===== src/rtl/bist_pkg.sv =====
// Shared definitions for the BIST pattern controller: widths, default seed,
// controller state encoding and feedback tap positions.
package bist_pkg;

    localparam int BIST_WIDTH = 5;
    localparam int BIST_CNT_W = 8;
    localparam logic [BIST_WIDTH-1:0] BIST_DEFAULT_SEED = 5'b01111;

    typedef enum logic [2:0] {
        IDLE = 3'd0,
        LOAD = 3'd1,
        RUN  = 3'd2,
        CMP  = 3'd3,
        DONE = 3'd4
    } state_e;

    // Both shift registers feed back bit4 ^ bit2 (polynomial x^5 + x^3 + 1)
    localparam int LFSR_TAP_HI = 4;
    localparam int LFSR_TAP_LO = 2;
    localparam int MISR_TAP_HI = 4;
    localparam int MISR_TAP_LO = 2;

endpackage


===== src/rtl/bist_bs_lfsr.sv =====
// Seedable, enable-gated LFSR whose output pattern swaps its two low bits
// whenever the top bit is set.
module bist_bs_lfsr
    import bist_pkg::*;
#(
    parameter int WIDTH = BIST_WIDTH,
    parameter logic [WIDTH-1:0] DEFAULT_SEED = BIST_DEFAULT_SEED
) (
    input  logic             clk,
    input  logic             rst_n,
    input  logic             load_i,
    input  logic             en_i,
    input  logic [WIDTH-1:0] seed_i,
    output logic [WIDTH-1:0] pattern_o
);

    logic [WIDTH-1:0] lfsr_q;
    logic [WIDTH-1:0] lfsr_d;

    // A zero seed would lock the register at zero, so the default seed stands in
    always_comb begin
        lfsr_d = lfsr_q;
        if (load_i) begin
            lfsr_d = (seed_i == '0) ? DEFAULT_SEED : seed_i;
        end else if (en_i) begin
            lfsr_d = {lfsr_q[WIDTH-2:0], lfsr_q[LFSR_TAP_HI] ^ lfsr_q[LFSR_TAP_LO]};
        end
    end

    always_ff @(posedge clk or negedge rst_n) begin
        if (!rst_n) begin
            lfsr_q <= DEFAULT_SEED;
        end else begin
            lfsr_q <= lfsr_d;
        end
    end

    always_comb begin
        pattern_o = lfsr_q;
        if (lfsr_q[WIDTH-1]) begin
            pattern_o = {lfsr_q[WIDTH-1:2], lfsr_q[0], lfsr_q[1]};
        end
    end

endmodule


===== src/rtl/bist_pattern_controller.sv =====
// BIST sequencer: applies a programmed number of LFSR patterns to the CUT,
// compacts the responses in a MISR and compares against a golden signature.
module bist_pattern_controller
    import bist_pkg::*;
#(
    parameter int WIDTH = BIST_WIDTH,
    parameter int CNT_W = BIST_CNT_W,
    parameter logic [WIDTH-1:0] DEFAULT_SEED = BIST_DEFAULT_SEED
) (
    input  logic             clk,
    input  logic             rst_n,
    input  logic             start,
    input  logic             abort,
    input  logic [WIDTH-1:0] seed,
    input  logic [CNT_W-1:0] pattern_count,
    input  logic [WIDTH-1:0] golden_sig,
    input  logic [WIDTH-1:0] cut_resp,
    output logic [WIDTH-1:0] pattern,
    output logic             pattern_valid,
    output logic             busy,
    output logic             done,
    output logic             pass,
    output logic [WIDTH-1:0] signature
);

    state_e           state_q;
    logic [WIDTH-1:0] misr_q;
    logic [CNT_W-1:0] counter_q;
    logic             patternValid_q;
    logic             busy_q;
    logic             done_q;
    logic             pass_q;

    logic             abortHit;
    logic             lfsrLoad;
    logic             lfsrEn;
    logic [WIDTH-1:0] misrStep;

    // Abort only matters while a run is in flight; IDLE and DONE ignore it
    assign abortHit = abort && (state_q inside {LOAD, RUN, CMP});
    assign lfsrLoad = (state_q == LOAD) && !abort;
    assign lfsrEn   = (state_q == RUN) && !abort;

    assign misrStep = {misr_q[WIDTH-2:0], misr_q[MISR_TAP_HI] ^ misr_q[MISR_TAP_LO]} ^ cut_resp;

    bist_bs_lfsr #(
        .WIDTH        (WIDTH),
        .DEFAULT_SEED (DEFAULT_SEED)
    ) u_lfsr (
        .clk       (clk),
        .rst_n     (rst_n),
        .load_i    (lfsrLoad),
        .en_i      (lfsrEn),
        .seed_i    (seed),
        .pattern_o (pattern)
    );

    always_ff @(posedge clk or negedge rst_n) begin
        if (!rst_n) begin
            state_q        <= IDLE;
            misr_q         <= '0;
            counter_q      <= '0;
            patternValid_q <= 1'b0;
            busy_q         <= 1'b0;
            done_q         <= 1'b0;
            pass_q         <= 1'b0;
        end else if (abortHit) begin
            state_q        <= IDLE;
            patternValid_q <= 1'b0;
            busy_q         <= 1'b0;
            done_q         <= 1'b0;
            pass_q         <= 1'b0;
        end else begin
            case (state_q)
                IDLE: begin
                    if (start) begin
                        state_q <= LOAD;
                        busy_q  <= 1'b1;
                    end
                end
                LOAD: begin
                    misr_q    <= '0;
                    counter_q <= pattern_count;
                    if (pattern_count != '0) begin
                        state_q        <= RUN;
                        patternValid_q <= 1'b1;
                    end else begin
                        state_q <= CMP;
                    end
                end
                RUN: begin
                    misr_q    <= misrStep;
                    counter_q <= counter_q - CNT_W'(1);
                    if (counter_q == CNT_W'(1)) begin
                        state_q        <= CMP;
                        patternValid_q <= 1'b0;
                    end
                end
                CMP: begin
                    pass_q  <= (misr_q == golden_sig);
                    done_q  <= 1'b1;
                    busy_q  <= 1'b0;
                    state_q <= DONE;
                end
                DONE: begin
                    if (start) begin
                        state_q <= LOAD;
                        busy_q  <= 1'b1;
                        done_q  <= 1'b0;
                        pass_q  <= 1'b0;
                    end
                end
                default: begin
                    state_q        <= IDLE;
                    patternValid_q <= 1'b0;
                    busy_q         <= 1'b0;
                    done_q         <= 1'b0;
                    pass_q         <= 1'b0;
                end
            endcase
        end
    end

    assign pattern_valid = patternValid_q;
    assign busy          = busy_q;
    assign done          = done_q;
    assign pass          = pass_q;
    assign signature     = misr_q;

endmodule

===== config.mk =====
export PLATFORM = sky130hd
export DESIGN_NAME = bist_pattern_controller
export DESIGN_NICKNAME = d
export VERILOG_FILES = /design/src/rtl/bist_pkg.sv /design/src/rtl/bist_bs_lfsr.sv /design/src/rtl/bist_pattern_controller.sv
export SDC_FILE = /design/constraint.sdc
export NUM_CORES = 1
export LEC_CHECK = 0
export BUFFER_PORTS_ARGS = -buffer_cell sky130_fd_sc_hd__buf_2
export CAP_MARGIN = 20
export CORE_ASPECT_RATIO = 1.75
export CORE_MARGIN = 4
export CORE_UTILIZATION = 46
export CTS_CLUSTER_SIZE = 25
export DETAILED_ROUTE_END_ITERATION = 8
export PLACE_DENSITY = 0.74
export SLEW_MARGIN = 30
export SYNTH_ARGS = -nofsm -noshare
export SYNTH_HDL_FRONTEND = slang
export SYNTH_SLANG_ARGS = --single-unit

===== constraint.sdc =====
create_clock -name clk -period 1.5 [get_ports clk]
set_input_delay 0.375 -clock clk [delete_from_list [all_inputs] [get_ports clk]]
set_output_delay 0.375 -clock clk [all_outputs]
set_load 0.05 [all_outputs]

==> metrics.md, run 1 <==
| Metric | Value |
|---|---|
| Worst-path clk slew | 0.08 ns |
| Yosys warns | 0 |
| Cell Pwr Density | approximately 2200 nW/um^2 |
| P&R area growth vs syn | 34.0% |
| Yosys top cell by area | dfrtp_1 |
| Int Pwr | around 2.3 mW |
| Drt initial violations | 40 |
| Lkg Pwr | 0.888 nW |
| Maximum VDD drop | between 1000 and 1500 uV |
| CP required | 1.12 ns |
| Largest net degree at the start of global routing | 26 |
| CTS root buffer | clkbuf_8 |
| Rel. slew slack | ~60% |
| Startpoint Class | register |
| CTS tree | yes |
| Final instance area | just under 2000 um^2 |
| Avg Cell Area, Syn | 9.50 um^2 |
| TritonCTS buffer count | 3 |
| Post-synthesis cell type count | 38 |
| Cells on worst reg2reg path | 5 |
| Status | finished with violations |
| # nets final | 243 |
| Vias in the first global route | 1,317 |
| Setup TNS | -0.100 ns |
| Share of the synthesized area in the top cell type | between 30% and 40% |
| All-layer global routing usage | between 10% and 20% |
| Share of layout cells above drive strength 1 | around two fifths |
| DR vias | approximately 1,400 |
| Max Root-Sink Buffers | 2 |
| Die H | 82.9 um |
| Switching Power | just over 2 mW |
| Die area | about 4200 um^2 |
| Gate power share | between 60% and 70% |
| Synth area leaders | dfrtp_1, dfstp_2, o21ai_0 |
| Multi-input gate area | between 800 and 900 um^2 |
| Crit share post-route | 103% |
| Residual DRC | 0 |
| Endpoint class of the critical path | output port |
| Post-route setup slack | -0.0503 ns |
| Seq/Total Area, Yosys | between 40% and 50% |
| HPWL after DPL | 2840 um |
| Io pins | 41 |
| Reg power frac | between 20% and 30% |
| Synth Instances | ~160 |
| Initial antenna violation count | 0 |
| Detail Route Antenna Nets | 0 |
| Final WL | just under 4000 um |
| FP Rows | 26 |
| Count leader, synth | dfrtp_1 |
| Post-route minimum period | 1.55 ns |
| Register Area | 633 um^2 |
| Layout Skew | around 0.0029 ns |
| WS Path Type | register to output port |
| CTS Sinks | 25 |
| Hold buffer count at CTS | 0 |
| CORE AREA | around 3000 um^2 |
| Grt ovf | 0 |
| Failing checks | negative setup slack |
| Sw frac | between 40% and 50% |
| Final setup violation count | 2 |
| Wirelength per Cell | 15.4 um |
| Arrival @ worst endpoint | about 1.2 ns |
| Syn nets | roughly 180 |
| Post-synth ARST share | 100% |
| GPL Wtd Cong | 0.859 |
| TritonRoute pass-1 iters | 4 |
| Initial core utilization | 49.2% |
| Final Power | 4.41 mW |
| Final hold violation count | 0 |
| Max frequency | approximately 0.65 GHz |
| Synthesized flop and latch total | 25 |
| # fillers | roughly 260 |
| Via density | roughly 5.5 |
| Port Buffers | 40 |
| Netlist Area Pre-Place | roughly 1500 um^2 |
| Worst Max-Slew Pin Slew | around 0.58 ns |
| Diode count | 0 |
| RSZ-0062 raised after global routing | true |
| EDFF count, synth | 0 |
| Clk pwr share | between 8 and 9% |
| Max-slew violation count | 0 |
| Top FF cell, synth | dfrtp_1 |
| H-tree depth | 1 |
| Max Cap Viol | 0 |
| Worst hold path class | input pin to async pin |
| Top post-synthesis cells by count | dfrtp_1, o21ai_0, nand2_1, nor2_1, xnor2_1 |
| Clk_lat worst skew | roughly 0.26 ns |
| Area after DPL | between 1500 and 2000 um^2 |
| First-pass GRT wire length | just over 6000 um |
| Worst-path fanout max | 3 |
| Die W | 50.8 um |
-- what timing repair did --
action                                  4_1_cts  5_1_grt
buffers inserted                              1        3
resized for setup                             8       21
gates cloned                                  0        1
endpoints found under the setup margin        3       19
pin swaps                                     0        2
-- cells by family (layout without fill, tap and decap cells) --
logic type	count (synthesis)	after routing	synth area share, %
flops	25	25	42.8
compound gates	50	50	21.2
fa+ha+maj	4	4	3.06
mux	5	5	3.65
simple gates	41	42	15.0
buf+inv	17	74	6.46
xor+xnor	13	13	7.73
-- through the flow --
step	setup WS, ns	utilization (%)	hold WS (ns)	cells
after floorplan	0.0305	-	0.0794	155
after global placement	-0.0202	60.1	0.396	246
after detailed placement	-0.0927	60.1	0.403	246
after CTS	-0.0478	62.9	0.113	251
after global routing	-0.0769	65.9	0.146	255
final	-0.0503	65.9	0.0978	255
-- worst max-delay path: stages, from the launching register on --
cell and delay (ns):
dfrtp_1 0.44, mux2_4 0.32, buf_6 0.15
-- power groups by stage --
stage               clock, mW  sequential, mW  combinational (mW)
finish                  0.394            1.30                2.71
global route            0.427            1.34                2.94
CTS                     0.404            1.27                2.49
detailed placement          0            1.27                2.39
global placement            0            1.25                2.32
floorplan                   0            1.55                1.45
-- metal layers --
layer	vias up	wire (um)	track usage [%]
li1	676	-	-
met1	668	1570	22.0
met2	49	2100	33.5
met3	6	192	1.97
met4	0	47	4.41
met5	-	0	0
-- final timing paths --
| kind | startpoint | to | slack (ns) |
|---|---|---|---|
| max | u_lfsr.lfsr_q[4]$_DFFE_PN0P_ | pattern[1] | -0.05 |
| min | rst_n | signature[4]$_DFFE_PN0P_ | 0.1 |
| max reg2reg | state_q[1]$_DFFE_PN0P_ | counter_q[1]$_DFFE_PN0P_ | 0.03 |
| min reg2reg | u_lfsr.lfsr_q[0]$_DFFE_PN1P_ | u_lfsr.lfsr_q[0]$_DFFE_PN1P_ | 0.50 |
| max in group asynchronous | rst_n | state_q[1]$_DFFE_PN0P_ | 0.99 |
| min in group clk | start | done$_DFFE_PN0P_ | 0.35 |
-- sequential cells by signal (all words and copies together), names as in the netlist --
register and cells:
counter_q 8, signature 5, u_lfsr.lfsr_q 5, state_q 3, busy 1, done 1
pass 1, pattern_valid 1
-- cell type report --
| type | instances | share of cell area [%] |
|---|---|---|
| multi-input combinational | 114 | 41.1 |
| inverter | 7 | 1.33 |
| clock buffer | 4 | 2.28 |
| timing repair buffer | 63 | 20.5 |
| tap | 42 | 2.66 |
| sequential | 25 | 32.1 |
-- cell usage in the layout, fill, tap and decap left out, types with 3 or more instances in the layout --
cell       count
o21ai_1        7
nor4_1         3
clkbuf_8       3
o21ai_0       13
nor3_1         3
a21oi_1        6
buf_4         19
dfrtp_1       19
xor2_1         3
nor2_1         9
dfstp_2        4
nand2_1       15
o2bb2ai_1      3
a22oi_1        3
buf_2         36
inv_1          7
xnor2_1       10
o22ai_1        5
buf_6          6
No activity file was read; power rests on OpenSTA's default activity.
==> run 2: changes to the inputs <==
- CORE_MARGIN: 4 -> 2
- CTS_CLUSTER_SIZE: 25 -> unset
- SETUP_SLACK_MARGIN: unset -> 0.15
==> run 2 against run 1 <==
Compared with the run above: the flow still finishes with violations (negative setup slack); non-clock buffer count rose by 17; sequential share of layout area fell by 7.0 points; global-route usage up 9.8 points; sequential power increased by 6%; maximum frequency down 1.0%; cell count is 6.7% higher; clock power up 8.6%; power increased by 38%.
==> metrics.md, run 2 (same netlist as run 1, synthesis figures left out) <==
| Metric | Value |
|---|---|
| Rel. slew slack | 61.4% (-0.14 points) |
| Slack of the worst reg-to-reg path | -0.02 ns (-0.05 ns) |
| Worst Max-Slew Pin Slew | 0.579 ns (+0.00202 ns) |
| Io pins | 41 (unchanged) |
| WS Path Type | register to output port |
| DR vias | 1,611 (+15%) |
| Worst path depth | 2 (unchanged) |
| Arrival @ worst endpoint | 1.19 ns (about the same) |
| CP Cell Sequence | mux2_4, buf_6 |
| # fillers | 182 (-29%) |
| Final instance area | 2540 um^2 (+29%) |
| Last element of the critical path | pattern[0] |
| CP required | 1.12 ns (about the same) |
| Max Cap Viol | 0 (unchanged) |
| Share of layout cells above drive strength 1 | 65.1% (+24 points) |
| GPL Wtd Cong | 0.842 (-2.0%) |
| Routed met3 length | 173 um (-9.9%) |
| Startpoint Class | register |
| CTS Sinks | 25 (unchanged) |
| Max reg flops | 8 (unchanged) |
| Initial core utilization | 47.4% (-1.8 points) |
| Maximum VDD drop | 1520 uV (+14%) |
| HPWL after DPL | 2840 um (about the same) |
| H-tree depth | 1 (unchanged) |
| Worst reg2reg path startpoint | state_q[0]$_DFFE_PN0P_ |
| Drt initial violations | 37 (-7.5%) |
| Endpoint class of the critical path | output port |
| Top routing layer used | met4 |
| FF-to-FF End | counter_q[3]$_DFFE_PN0P_ |
| Vias in the first global route | 1,681 (+28%) |
| Post-route setup slack | -0.0667 ns (-0.0164 ns) |
| Residual DRC | 0 (unchanged) |
| Max-slew violation count | 0 (unchanged) |
| Commonest cells after routing, fill and taps aside | buf_2, buf_4, buf_6 |
| CORE AREA | 3110 um^2 (+3.8%) |
| Worst-path fanout max | 4 (+1) |
| TritonCTS buffer count | 3 (unchanged) |
| Max Root-Sink Buffers | 2 (unchanged) |
| Commonest non-fill, non-tap cell in the layout | buf_2 |
| Final hold violation count | 0 (unchanged) |
| Wirelength per Cell | 19.8 um (+29%) |
| Die H | 78.9 um (-4.8%) |
| Worst-path clk slew | 0.10 ns (+0.02 ns) |
| Via density | 5.92 (+8.0%) |
| Diode count | 0 (unchanged) |
| TritonRoute pass-1 iters | 4 (unchanged) |
| Final setup violation count | 5 (+3) |
| Max frequency | 0.638 GHz (-1.0%) |
| Placed insts | 242 (-1.6%) |
| Cell Pwr Density | 2390 nW/um^2 (+7.1%) |
| Lkg Pwr | 1.09 nW (+22%) |
| Cells on worst reg2reg path | 5 (unchanged) |
| Die area | 3690 um^2 (-12%) |
| Die W | 46.8 um (-7.9%) |
| FP Rows | 27 (+3.8%) |
| Grt ovf | 0 (unchanged) |
| Initial antenna violation count | 0 (unchanged) |
| Failing checks | negative setup slack |
| Clk_lat worst skew | 0.28 ns (+0.02 ns) |
| Area after DPL | 1800 um^2 (-0.14%) |
| Largest net degree at the start of global routing | 26 (unchanged) |
| Met2 routed WL | 3210 um (+53%) |
| CP max stage cell | dfstp_2 |
| Post-route minimum period | 1.57 ns (+0.0164 ns) |
| # nets final | 259 (+6.6%) |
| Setup TNS | -0.172 ns (-0.0720 ns) |
| Worst path bufs/invs | 1 (unchanged) |
| RSZ-0062 raised after global routing | true |
| Status | finished with violations |
| Final WL | 5370 um (+37%) |
| Layout Skew | 0.00367 ns (+0.000734 ns) |
| CTS tree | yes |
| Crit share post-route | 104% (+1.1 points) |
| Biggest register | counter_q |
| Top delay family on crit path | flip-flops |
| P&R area growth vs syn | 72.4% |
| First-pass GRT wire length | 7570 um (+24%) |
| CTS root buffer | clkbuf_8 |
| Routed met1 length | 1780 um (+13%) |
| Hold buffer count at CTS | 0 (unchanged) |
| Crit-path max cell delay | 0.60 ns (+0.16 ns) |
| Critical Path Start | u_lfsr.lfsr_q[1]$_DFFE_PN1P_ |
| Detail Route Antenna Nets | 0 (unchanged) |
| Worst hold path class | input pin to async pin |
| All-layer global routing usage | 28.1% (+9.8 points) |
| Fin cells | 272 (+6.7%) |
| Port Buffers | 40 (unchanged) |
run 2: cell count changes in the layout (fill, tap and decap cells not counted), moves of 5 or more:
cell | previous run | this run
buf_2 | 36 | 30
buf_6 | 6 | 18
nor2_1 | 9 | 4
nor2_4 | 0 | 5
o21ai_0 | 13 | 0
o21ai_1 | 7 | 14
o21ai_2 | 2 | 7
run 2: power breakdown:
group          switching, mW  leakage (nW)  internal [mW]
logic                   2.25         0.758           2.02
registers              0.377         0.303           1.00
clock network          0.241        0.0255          0.187
total                   2.87          1.09           3.20
run 2: final cells by class:
| type | instances | area (um^2) | share of cell area [%] |
|---|---|---|---|
| Multi-Input combinational cell | 113 | 1060 | 41.9 |
| Timing Repair Buffer | 80 | 711 | 28.0 |
| Sequential cell | 25 | 637 | 25.1 |
| Tap cell | 43 | 53.8 | 2.12 |
| Clock buffer | 3 | 41.3 | 1.63 |
| Inverter | 7 | 26.3 | 1.03 |
| Clock inverter | 1 | 5.00 | 0.197 |
run 2: how the worst min path moves through the flow:
stage / startpoint / end / slack, ns / cells after the start
finish: rst_n / state_q[0]$_DFFE_PN0P_ / 0.08 / 1
global route: rst_n / busy$_DFFE_PN0P_ / 0.13 / 1
CTS: rst_n / busy$_DFFE_PN0P_ / 0.10 / 1
global placement: rst_n / counter_q[2]$_DFFE_PN0P_ / 0.40 / 1
detailed placement: rst_n / busy$_DFFE_PN0P_ / 0.40 / 1
floorplan: rst_n / busy$_DFFE_PN0P_ / 0.08 / 0
run 2: repair_timing:
action	4_1_cts	5_1_grt
gates cloned	2	1
resized for setup	76	48
setup buffers	12	11
endpoints found under the hold margin	0	0
pin swaps	21	18
setup endpoints to repair	31	30
run 2: worst reg2reg max path, stage by stage, from the launching register on:
cell     delay [ns]
dfrtp_1        0.44
or3b_4         0.52
buf_12         0.20
nor2_4         0.11
o21ai_1        0.07
o21ai_1        0.11
run 2: through the flow:
stage                     hold WS, ns  setup slack [ns]  util (%)  power (mW)
after floorplan                0.0794            0.0726         -        3.09
after global placement          0.399          -0.00562      57.8        3.57
after detailed placement        0.398           -0.0499      57.8        3.67
after CTS                       0.102           -0.0511      72.1        5.10
after global routing            0.133           -0.0890      81.7        6.33
final                          0.0778           -0.0667      81.7        6.07
run 2: metal layers:
metal / up-vias / GRT usage, %
li1: 706 / -
met1: 822 / 29.2
met2: 62 / 50.8
met3: 21 / 4.32
met4: 0 / 13.1
met5: - / 0
